$ cat config.mk
export PLATFORM = sky130hd
export DESIGN_NAME = rom_arbiter_flat
export DESIGN_NICKNAME = d
export VERILOG_FILES = /design/src/rtl/rom_arbiter_if.sv /design/src/rtl/rom_arbiter.sv /design/src/flat_wrapper.sv
export SDC_FILE = /design/constraint.sdc
export NUM_CORES = 1
export LEC_CHECK = 0
export BUFFER_PORTS_ARGS = -buffer_cell sky130_fd_sc_hd__buf_4
export CAP_MARGIN = 30
export CORE_MARGIN = 10
export CORE_UTILIZATION = 41
export CTS_BUF_LIST = sky130_fd_sc_hd__clkbuf_16
export DETAILED_ROUTE_END_ITERATION = 8
export PLACE_DENSITY = 0.88
export SYNTH_ARGS = -nofsm -noshare
export SYNTH_HDL_FRONTEND = slang
export SYNTH_SLANG_ARGS = --single-unit
$ cat constraint.sdc
create_clock -name clk -period 2 [get_ports clk]
set_input_delay 0.4 -clock clk [delete_from_list [all_inputs] [get_ports clk]]
set_output_delay 0.4 -clock clk [all_outputs]
set_load 0.05 [all_outputs]
$ cat src/rtl/rom_arbiter_if.sv
// Bus bundle between the two core requesters (instruction fetch and load)
// and the ROM arbiter, plus the ROM-side address/data pair.
interface rom_arbiter_if;
  // instruction-fetch port
  logic        if_req_i;
  logic [31:0] if_addr_i;
  logic        if_gnt_o;
  logic        if_rvalid_o;
  logic [31:0] if_rdata_o;
  logic        if_err_o;
  // load port
  logic        ls_req_i;
  logic [31:0] ls_addr_i;
  logic        ls_gnt_o;
  logic        ls_rvalid_o;
  logic [31:0] ls_rdata_o;
  logic        ls_err_o;
  // ROM side
  logic [31:0] rom_addr_o;
  logic [31:0] rom_data_i;

  // arbiter view
  modport slave (
    input  if_req_i, if_addr_i, ls_req_i, ls_addr_i, rom_data_i,
    output if_gnt_o, if_rvalid_o, if_rdata_o, if_err_o,
    output ls_gnt_o, ls_rvalid_o, ls_rdata_o, ls_err_o,
    output rom_addr_o
  );

  // requester / ROM view
  modport master (
    output if_req_i, if_addr_i, ls_req_i, ls_addr_i, rom_data_i,
    input  if_gnt_o, if_rvalid_o, if_rdata_o, if_err_o,
    input  ls_gnt_o, ls_rvalid_o, ls_rdata_o, ls_err_o,
    input  rom_addr_o
  );
endinterface

$ cat src/rtl/rom_arbiter.sv
// Shares one combinational-read ROM between the fetch (IF) and load (LS)
// ports. LS has fixed priority; a saturating wait counter forces an IF grant
// after MAX_WAIT consecutive denied IF cycles. Responses are registered and
// appear one cycle after the grant.
module rom_arbiter #(
  parameter int unsigned ROM_BYTES = 16384,
  parameter int unsigned MAX_WAIT  = 4
) (
  input  logic          clk,
  input  logic          rst,
  rom_arbiter_if.slave  bus
);

  // Out-of-range or misaligned accesses are answered with an error response.
  function automatic logic addr_error(input logic [31:0] addr);
    return (addr >= 32'(ROM_BYTES)) || (addr[1:0] != 2'b00);
  endfunction

  logic [3:0]  wait_cnt_r;
  logic        starve_s;
  logic        if_gnt_s;
  logic        ls_gnt_s;
  logic [31:0] sel_addr_s;
  logic        sel_err_s;

  logic        if_rvalid_r;
  logic [31:0] if_rdata_r;
  logic        if_err_r;
  logic        ls_rvalid_r;
  logic [31:0] ls_rdata_r;
  logic        ls_err_r;

  // Grant decision: LS wins unless IF has been starved long enough.
  always_comb begin
    starve_s = (wait_cnt_r >= 4'(MAX_WAIT));
    if_gnt_s = 1'b0;
    ls_gnt_s = 1'b0;
    if (!rst) begin
      if_gnt_s = 1'b0;
      ls_gnt_s = 1'b0;
    end else begin
      if_gnt_s = bus.if_req_i & (~bus.ls_req_i | starve_s);
      ls_gnt_s = bus.ls_req_i & ~if_gnt_s;
    end
  end

  // ROM address follows the granted port; idle cycles present the IF address.
  always_comb begin
    sel_addr_s = bus.if_addr_i;
    if (ls_gnt_s) begin
      sel_addr_s = bus.ls_addr_i;
    end else begin
      sel_addr_s = bus.if_addr_i;
    end
    sel_err_s = addr_error(sel_addr_s);
  end

  // Response registers: capture ROM data (or zero on error) for the granted port.
  always_ff @(posedge clk) begin
    if (!rst) begin
      if_rvalid_r <= 1'b0;
      if_rdata_r  <= 32'h0000_0000;
      if_err_r    <= 1'b0;
      ls_rvalid_r <= 1'b0;
      ls_rdata_r  <= 32'h0000_0000;
      ls_err_r    <= 1'b0;
    end else begin
      if_rvalid_r <= if_gnt_s;
      ls_rvalid_r <= ls_gnt_s;
      if (if_gnt_s) begin
        if_err_r   <= sel_err_s;
        if_rdata_r <= sel_err_s ? 32'h0000_0000 : bus.rom_data_i;
      end
      if (ls_gnt_s) begin
        ls_err_r   <= sel_err_s;
        ls_rdata_r <= sel_err_s ? 32'h0000_0000 : bus.rom_data_i;
      end
    end
  end

  // Starvation counter: counts consecutive denied IF cycles, saturating.
  always_ff @(posedge clk) begin
    if (!rst) begin
      wait_cnt_r <= 4'd0;
    end else if (!bus.if_req_i || if_gnt_s) begin
      wait_cnt_r <= 4'd0;
    end else if (wait_cnt_r != 4'hF) begin
      wait_cnt_r <= wait_cnt_r + 4'd1;
    end
  end

  assign bus.if_gnt_o    = if_gnt_s;
  assign bus.ls_gnt_o    = ls_gnt_s;
  assign bus.rom_addr_o  = sel_addr_s;
  assign bus.if_rvalid_o = if_rvalid_r;
  assign bus.if_rdata_o  = if_rdata_r;
  assign bus.if_err_o    = if_err_r;
  assign bus.ls_rvalid_o = ls_rvalid_r;
  assign bus.ls_rdata_o  = ls_rdata_r;
  assign bus.ls_err_o    = ls_err_r;

endmodule

$ cat src/flat_wrapper.sv
// flat-port wrapper written by rule: the top's interface ports become plain ports
module rom_arbiter_flat 
#(
  parameter int unsigned ROM_BYTES = 16384,
  parameter int unsigned MAX_WAIT  = 4
)
  (clk, rst, bus_if_req_i, bus_if_addr_i, bus_ls_req_i, bus_ls_addr_i, bus_rom_data_i, bus_if_gnt_o, bus_if_rvalid_o, bus_if_rdata_o, bus_if_err_o, bus_ls_gnt_o, bus_ls_rvalid_o, bus_ls_rdata_o, bus_ls_err_o, bus_rom_addr_o);
  rom_arbiter_if bus_i ();
  input  logic clk;
  input  logic rst;
  input wire logic [$bits(bus_i.if_req_i)-1:0] bus_if_req_i;
  input wire logic [$bits(bus_i.if_addr_i)-1:0] bus_if_addr_i;
  input wire logic [$bits(bus_i.ls_req_i)-1:0] bus_ls_req_i;
  input wire logic [$bits(bus_i.ls_addr_i)-1:0] bus_ls_addr_i;
  input wire logic [$bits(bus_i.rom_data_i)-1:0] bus_rom_data_i;
  output wire logic [$bits(bus_i.if_gnt_o)-1:0] bus_if_gnt_o;
  output wire logic [$bits(bus_i.if_rvalid_o)-1:0] bus_if_rvalid_o;
  output wire logic [$bits(bus_i.if_rdata_o)-1:0] bus_if_rdata_o;
  output wire logic [$bits(bus_i.if_err_o)-1:0] bus_if_err_o;
  output wire logic [$bits(bus_i.ls_gnt_o)-1:0] bus_ls_gnt_o;
  output wire logic [$bits(bus_i.ls_rvalid_o)-1:0] bus_ls_rvalid_o;
  output wire logic [$bits(bus_i.ls_rdata_o)-1:0] bus_ls_rdata_o;
  output wire logic [$bits(bus_i.ls_err_o)-1:0] bus_ls_err_o;
  output wire logic [$bits(bus_i.rom_addr_o)-1:0] bus_rom_addr_o;
  assign bus_i.if_req_i = bus_if_req_i;
  assign bus_i.if_addr_i = bus_if_addr_i;
  assign bus_i.ls_req_i = bus_ls_req_i;
  assign bus_i.ls_addr_i = bus_ls_addr_i;
  assign bus_i.rom_data_i = bus_rom_data_i;
  assign bus_if_gnt_o = bus_i.if_gnt_o;
  assign bus_if_rvalid_o = bus_i.if_rvalid_o;
  assign bus_if_rdata_o = bus_i.if_rdata_o;
  assign bus_if_err_o = bus_i.if_err_o;
  assign bus_ls_gnt_o = bus_i.ls_gnt_o;
  assign bus_ls_rvalid_o = bus_i.ls_rvalid_o;
  assign bus_ls_rdata_o = bus_i.ls_rdata_o;
  assign bus_ls_err_o = bus_i.ls_err_o;
  assign bus_rom_addr_o = bus_i.rom_addr_o;
  rom_arbiter #(.ROM_BYTES(ROM_BYTES), .MAX_WAIT(MAX_WAIT)) u_core (.clk(clk), .rst(rst), .bus(bus_i));
endmodule
==> results of run 1 <==
[cell type report]
class,instances,area share (%)
repair buffers,224,36.0
clock buffers,9,4.35
well taps,96,2.32
flip-flops and latches,72,27.9
inverters,2,0.290
multi-input cells,218,28.2
clock inverters,7,0.943
[flip-flops by register name, summed over array words and instances (netlist names)]
register	cells
u_core.bus.if_rdata_o	32
u_core.bus.ls_err_o	1
u_core.bus.ls_rdata_o	32
u_core.bus.if_err_o	1
u_core.wait_cnt_r	4
u_core.bus.if_rvalid_o	1
u_core.bus.ls_rvalid_o	1
[cell families after synthesis]
kind of cell               after synthesis  share of synthesized area, %
AOI/OAI and AO/OA                       70                          20.9
adders and majority gates                1                         0.423
buffers and inverters                   24                          4.27
DFF                                     72                          48.7
muxes                                   20                          7.61
other                                    1                         0.127
and+or+nand+nor                        126                          18.0
[metrics by stage]
step           instances  util (%)  area (um2)  setup TNS [ns]  hold slack (ns)
6_report             628      74.9        5170          -0.134            0.297
3_3_place_gp         606      67.7        4670         -0.0384            0.421
5_1_grt              628      74.9        5170           -1.19            0.290
2_1_floorplan        314         -        2980               0            0.408
4_1_cts              624      72.7        5020          -0.288            0.287
3_5_place_dp         606      67.7        4670          -0.359            0.434
[where the power goes]
group / internal (W) / switching, W / total [W]
logic: 0.000321 / 0.000419 / 0.000739
clock network: 0.000835 / 0.000588 / 0.00142
registers: 0.00144 / 0.00000408 / 0.00145
[path summary, 6_finish.rpt]
| check | to | slack, ns |
|---|---|---|
| worst max-delay path | bus_rom_addr_o[24] | -0.03 |
| worst min register to register | u_core.wait_cnt_r[0] | 0.44 |
| worst min-delay path | u_core.bus.ls_rdata_o[7] | 0.30 |
| worst max register to register | u_core.bus.if_rdata_o[27] | 0.16 |
[repair_timing]
| item | CTS | global route |
|---|---|---|
| endpoints found under the setup margin | 32 | 28 |
| setup buffers | 1 | 3 |
| cloned | 1 | 1 |
| pin swaps | 0 | 2 |
| gates resized for setup | 13 | 27 |
[routing by layer]
metal | wire, um | GRT usage, % | vias up
met5 | 0 | 0 | -
met4 | 308 | 7.84 | 0
met3 | 1190 | 8.29 | 20
met2 | 6430 | 37.1 | 146
met1 | 3920 | 17.4 | 1486
li1 | - | - | 1514
[cell usage in the layout, fill, tap and decap left out, drive strengths merged]
| master | count |
|---|---|
| clkinvlp | 3 |
| nor4 | 8 |
| and2 | 4 |
| conb | 1 |
| a21oi | 1 |
| nand4 | 1 |
| or4 | 2 |
| dfxtp | 72 |
| nor2b | 2 |
| a22o | 33 |
| buf | 223 |
| o21ai | 33 |
| or3b | 1 |
| nor3 | 1 |
| clkbuf | 10 |
| nand3 | 1 |
| a2bb2oi | 1 |
| nor2 | 2 |
| and3 | 1 |
| nand2 | 103 |
| ha | 1 |
| a21boi | 1 |
| a211oi | 1 |
| mux2 | 20 |
| clkinv | 4 |
| inv | 2 |
[worst max-delay path: stages (launching register included)]
cell     delay (ns)
dfxtp_2        0.34
o21ai_4        0.18
nand2_4        0.15
buf_8          0.18
mux2_2         0.30
buf_6          0.16
==> results.tsv, run 1 <==
stage	metric	value	unit
status	run status	finished with violations	
status	failing checks	negative setup slack	
critical_path	R2R depth	8	
routing	Avg WL per Cell	18.9	um
floorplanning	# rows	30	
sta	Final Setup Violations	11	
yosys	Yosys cell types	29	
routing	drc violations	0	
run	max cap viols	0	
yosys	FFs w/ async S/R, synth	0	%
placed_design	Routability Congestion	0.825	
yosys	Synth warnings	0	
sta	clk_skew	0.00684	ns
floorplanning	Core Region	6910	um2
floorplanning	Die Height	105	um
finish	# nets final	628	
yosys	Mapped Cells	314	
yosys	most frequent cells after synthesis	103 x nand2_1, 72 x dfxtp_1, 33 x a22o_1	
hold_path	hold path depth	2	
power_and_ir_drop	peak supply drop	0.000427	V
sta	Final Hold Viols	0	
floorplanning	Initial Util	42.8	%
yosys	Post-synth EDFFs	0	
critical_path	Setup Crit Path Kind	flop to primary output	
global_routing	largest net degree at the start of global routing	34	
sta	worst setup margin	-0.0306	ns
cts	CTS tree	yes	
critical_path	CP startpoint kind	flop	
critical_path	beginning of the critical path	u_core.wait_cnt_r[2]	
power_and_ir_drop	PD cells	698	nW/um2
sta	RSZ-0062 raised after global routing	true	
yosys	area leader, netlist	dfxtp_1	
floorplanning	Die Wd	105	um
cts	Longest Clk Path Bufs	2	
finish	synth-to-layout area growth	74.8	%
finish	layout cell share with drive strength beyond 1	58.1	%
floorplanning	io pins	202	
routing	Final ANT Viol Nets	0	
power_and_ir_drop	Power, Total	0.00361	W
cts	Num CTS Buffers	9	
routing	Detailed Route Iter0 Violations	84	
finish	Filler cells	501	
sta	final slew viol count	0	
sta	period utilization	102	%
cts	Skew-Pair Late Insertion Delay	0.32	ns
global_routing	Total GRT Usage	19.4	%
global_routing	vias in the first global route	3485	
finish	Multi-input gate area	1460	um2
critical_path	crit path max fanout	8	
critical_path	endpoint kind of the worst setup timing path	primary output	
yosys	sequential area share after synthesis	48.7	%
yosys	Mean Syn Cell Area	9.42	um2
placed_design	PortBufs	201	
routing	Detailed Routing Iterations Pass 1	4	
global_routing	global route overflow	0	
critical_path	Worst EP arrival	1.63	ns
yosys	top_reg_cell synth	dfxtp_1	
yosys	total nets after synthesis	415	
critical_path	Worst EP required	1.60	ns
placed_design	Place WS	-0.0400	ns
yosys	top-count cell post-synth	nand2_1	
yosys	Synth Cell Area	2960	um2
sta	Tmin final	2.03	ns
routing	DRT Wirelength	11800	um
hold_path	worst min path class	input port to flop	
floorplanning	Die Area	11000	um2
placed_design	hpwl dp	9300	um
routing	vias per cell	5.04	
cts	Clock Sinks	72	
global_routing	initial antenna violation count	0	
global_routing	first-pass GRT wire length	17500	um
cts	Hold Buf Count CTS	0	
yosys	synthesized flop and latch total	72	
cts	Clk pin slew, worst setup/hold paths	0.06	ns
finish	Storage cell area	1440	um2
cts	H-tree Lvls	3	
cts	clock root buffer	clkbuf_16	
critical_path	worst flop-to-flop path startpoint	u_core.wait_cnt_r[2]	
yosys	top-area cell type share of the netlist area	48.7	%
power_and_ir_drop	Leakage	2.43	nW
routing	via count	3166	
yosys	top cells by area, synth	dfxtp_1 49%, nand2_1 13%, a22o_1 9.8%	
finish	Antenna Cells	0	
sta	Max Fclk	492	MHz
hold_path	HP Start	bus_rom_data_i[7]	
Note: power is estimated with default switching activity, not from simulation.
==> run 2, diff against run 1 <==
--- a/config.mk
+++ b/config.mk
@@ -5,9 +5,9 @@
 export SDC_FILE = /design/constraint.sdc
 export NUM_CORES = 1
 export LEC_CHECK = 0
-export BUFFER_PORTS_ARGS = -buffer_cell sky130_fd_sc_hd__buf_4
+export BUFFER_PORTS_ARGS = -buffer_cell sky130_fd_sc_hd__buf_2
 export CAP_MARGIN = 30
-export CORE_MARGIN = 10
+export CORE_MARGIN = 2
 export CORE_UTILIZATION = 41
 export CTS_BUF_LIST = sky130_fd_sc_hd__clkbuf_16
 export DETAILED_ROUTE_END_ITERATION = 8
==> run 2 against run 1 <==
Net effect: the flow still finishes with violations (negative setup slack); via count rose by 4.5%; total power increased by 5.5%; global-route usage rose by 6.4 points; setup slack worse by 0.10 ns; sequential cell count did not move; combinational power decreased by 4.3%; critical endpoint is now bus_rom_addr_o[13]; largest cell class unchanged; highest routed layer unchanged.
==> results.tsv, run 2 (synthesized netlist as in run 1, its figures left out) <==
stage	metric	value	unit	change
placed_design	hpwl dp	7770	um	-16%
routing	via count	3309		+4.5%
placed_design	Routability Congestion	0.950		+15%
global_routing	first-pass GRT wire length	15300	um	-13%
hold_path	worst min path class	input port to flop		
floorplanning	Die Area	7910	um2	-28%
critical_path	FF-to-FF setup slack	0.26	ns	+0.10 ns
run	max cap viols	0		unchanged
routing	vias per cell	5.25		+4.2%
finish	synth-to-layout area growth	63.5	%	
sta	Max Fclk	468	MHz	-4.9%
routing	Detailed Routing Iterations Pass 1	4		unchanged
routing	Detailed Route Iter0 Violations	110		+31%
floorplanning	Core Region	6910	um2	unchanged
cts	Clk pin slew, worst setup/hold paths	0.06	ns	about the same
finish	commonest non-fill, non-tap cell in the layout	buf_2		
sta	period utilization	107	%	+5.2 points
cts	Skew-Pair Late Insertion Delay	0.32	ns	about the same
routing	Avg WL per Cell	17.4	um	-7.8%
cts	Clock Sinks	72		unchanged
routing	DRT Wirelength	11000	um	-7.5%
sta	worst setup margin	-0.135	ns	-0.105 ns
cts	Longest Clk Path Bufs	2		unchanged
critical_path	endpoint kind of the worst setup timing path	primary output		
critical_path	crit path max fanout	5		-3
critical_path	Setup Crit Path Kind	flop to primary output		
cts	clock root buffer	clkbuf_16		
placed_design	PortBufs	201		unchanged
power_and_ir_drop	PD cells	787	nW/um2	+13%
floorplanning	# rows	30		unchanged
floorplanning	Die Height	89.0	um	-15%
power_and_ir_drop	peak supply drop	0.000482	V	+13%
sta	final slew viol count	0		unchanged
sta	Final Hold Viols	0		unchanged
sta	RSZ-0062 raised after global routing	true		
floorplanning	io pins	202		unchanged
global_routing	Total GRT Usage	25.8	%	+6.4 points
finish	Filler cells	563		+12%
critical_path	Worst EP arrival	1.74	ns	+0.11 ns
global_routing	vias in the first global route	3233		-7.2%
cts	H-tree Lvls	3		unchanged
sta	clk_skew	0.00682	ns	-0.0000128 ns
global_routing	initial antenna violation count	1		+1
sta	Tmin final	2.14	ns	+0.105 ns
global_routing	global route overflow	0		unchanged
status	run status	finished with violations		
floorplanning	Die Wd	89.0	um	-15%
floorplanning	Initial Util	42.8	%	unchanged
cts	Num CTS Buffers	9		unchanged
finish	final std cells w/o fill	630		+0.32%
placed_design	cell total after placement	605		-0.17%
cts	CTS tree	yes		
finish	layout cell share with drive strength beyond 1	58.7	%	+0.64 points
critical_path	CP startpoint kind	flop		
global_routing	largest net degree at the start of global routing	34		unchanged
sta	Final Setup Violations	11		unchanged
status	failing checks	negative setup slack		
power_and_ir_drop	Leakage	2.40	nW	-1.1%
routing	Final ANT Viol Nets	0		unchanged
sta	Fin Hold WS	0.302	ns	+0.00473 ns
power_and_ir_drop	Power, Total	0.00381	W	+5.5%
routing	drc violations	0		unchanged
critical_path	Worst EP required	1.60	ns	about the same
finish	most frequent cells in the layout	169 x buf_2, 90 x nand2_1, 70 x dfxtp_1, 33 x a22o_1, 30 x o21ai_2		
finish	# nets final	630		+0.32%
[run 2: cell types whose count changed in the layout (fill, tap and decap cells not counted), sizes merged]
cell / delta
bufinv: +2
clkinvlp: -2
buf: +1
bufbuf: +1
clkinv: -1
diode: +1
[run 2: path summary, 6_finish.rpt]
kind                             start                         to  cells past startpoint
max               u_core.wait_cnt_r[3]         bus_rom_addr_o[13]                      8
min reg2reg  u_core.bus.if_rdata_o[12]  u_core.bus.if_rdata_o[12]                      2
min                 bus_rom_data_i[26]  u_core.bus.ls_rdata_o[26]                      2
max reg2reg       u_core.wait_cnt_r[3]  u_core.bus.if_rdata_o[31]                      8
[run 2: critical path, stage by stage (launching register included)]
cell and delay (ns):
dfxtp_2 0.33, o21ai_4 0.20, nand2_4 0.11, inv_4 0.08, bufbuf_16 0.24, buf_4 0.11
nand2_1 0.06, nand2_1 0.10, buf_6 0.17
[run 2: what timing repair did]
item                       4_1_cts  5_1_grt
pin swaps                        2        2
setup endpoints to repair       32       32
hold buffers                     0        0
cloned                           1        1
gates resized for setup         48       27
setup buffers                    4        3
[run 2: metal layers]
| metal | GRT usage (%) | up-vias | share of wire [%] |
|---|---|---|---|
| met4 | 18.9 | 0 | 6.4 |
| met3 | 5.17 | 59 | 6.4 |
| met1 | 25.3 | 1521 | 34 |
| met5 | 0 | - | 0 |
| li1 | - | 1529 | - |
| met2 | 47.6 | 200 | 53 |
[run 2: where the power goes]
| group | leakage [nW] | total [W] | switching [W] | internal [W] |
|---|---|---|---|---|
| combinational | 1.67 | 0.000707 | 0.000433 | 0.000274 |
| clock | 0.149 | 0.00165 | 0.000573 | 0.00108 |
| sequential | 0.582 | 0.00145 | 0.00000420 | 0.00144 |
| total | 2.40 | 0.00381 | 0.00101 | 0.00280 |
[run 2: stage by stage]
| step | worst slack, ns | setup TNS, ns | utilization (%) | instance area (um2) |
|---|---|---|---|---|
| 3_5_place_dp | -0.0131 | -0.0324 | 60.5 | 4180 |
| 2_1_floorplan | 0.0549 | 0 | - | 2980 |
| 5_1_grt | -0.195 | -2.22 | 70.1 | 4840 |
| 6_report | -0.135 | -0.490 | 70.1 | 4840 |
| 4_1_cts | -0.0333 | -0.138 | 68.0 | 4690 |
| 3_3_place_gp | 0.0170 | 0 | 60.5 | 4180 |
[run 2: layout make-up]
cell class / instances / area (um2) / area share, %
flip-flops and latches: 72 / 1440 / 29.8
clock inverters: 6 / 85.1 / 1.76
well taps: 96 / 120 / 2.48
clock buffers: 9 / 225 / 4.65
inverters: 2 / 10.0 / 0.207
diodes: 1 / 2.50 / 0.0517
multi-input cells: 218 / 1470 / 30.4
repair buffers: 226 / 1480 / 30.6
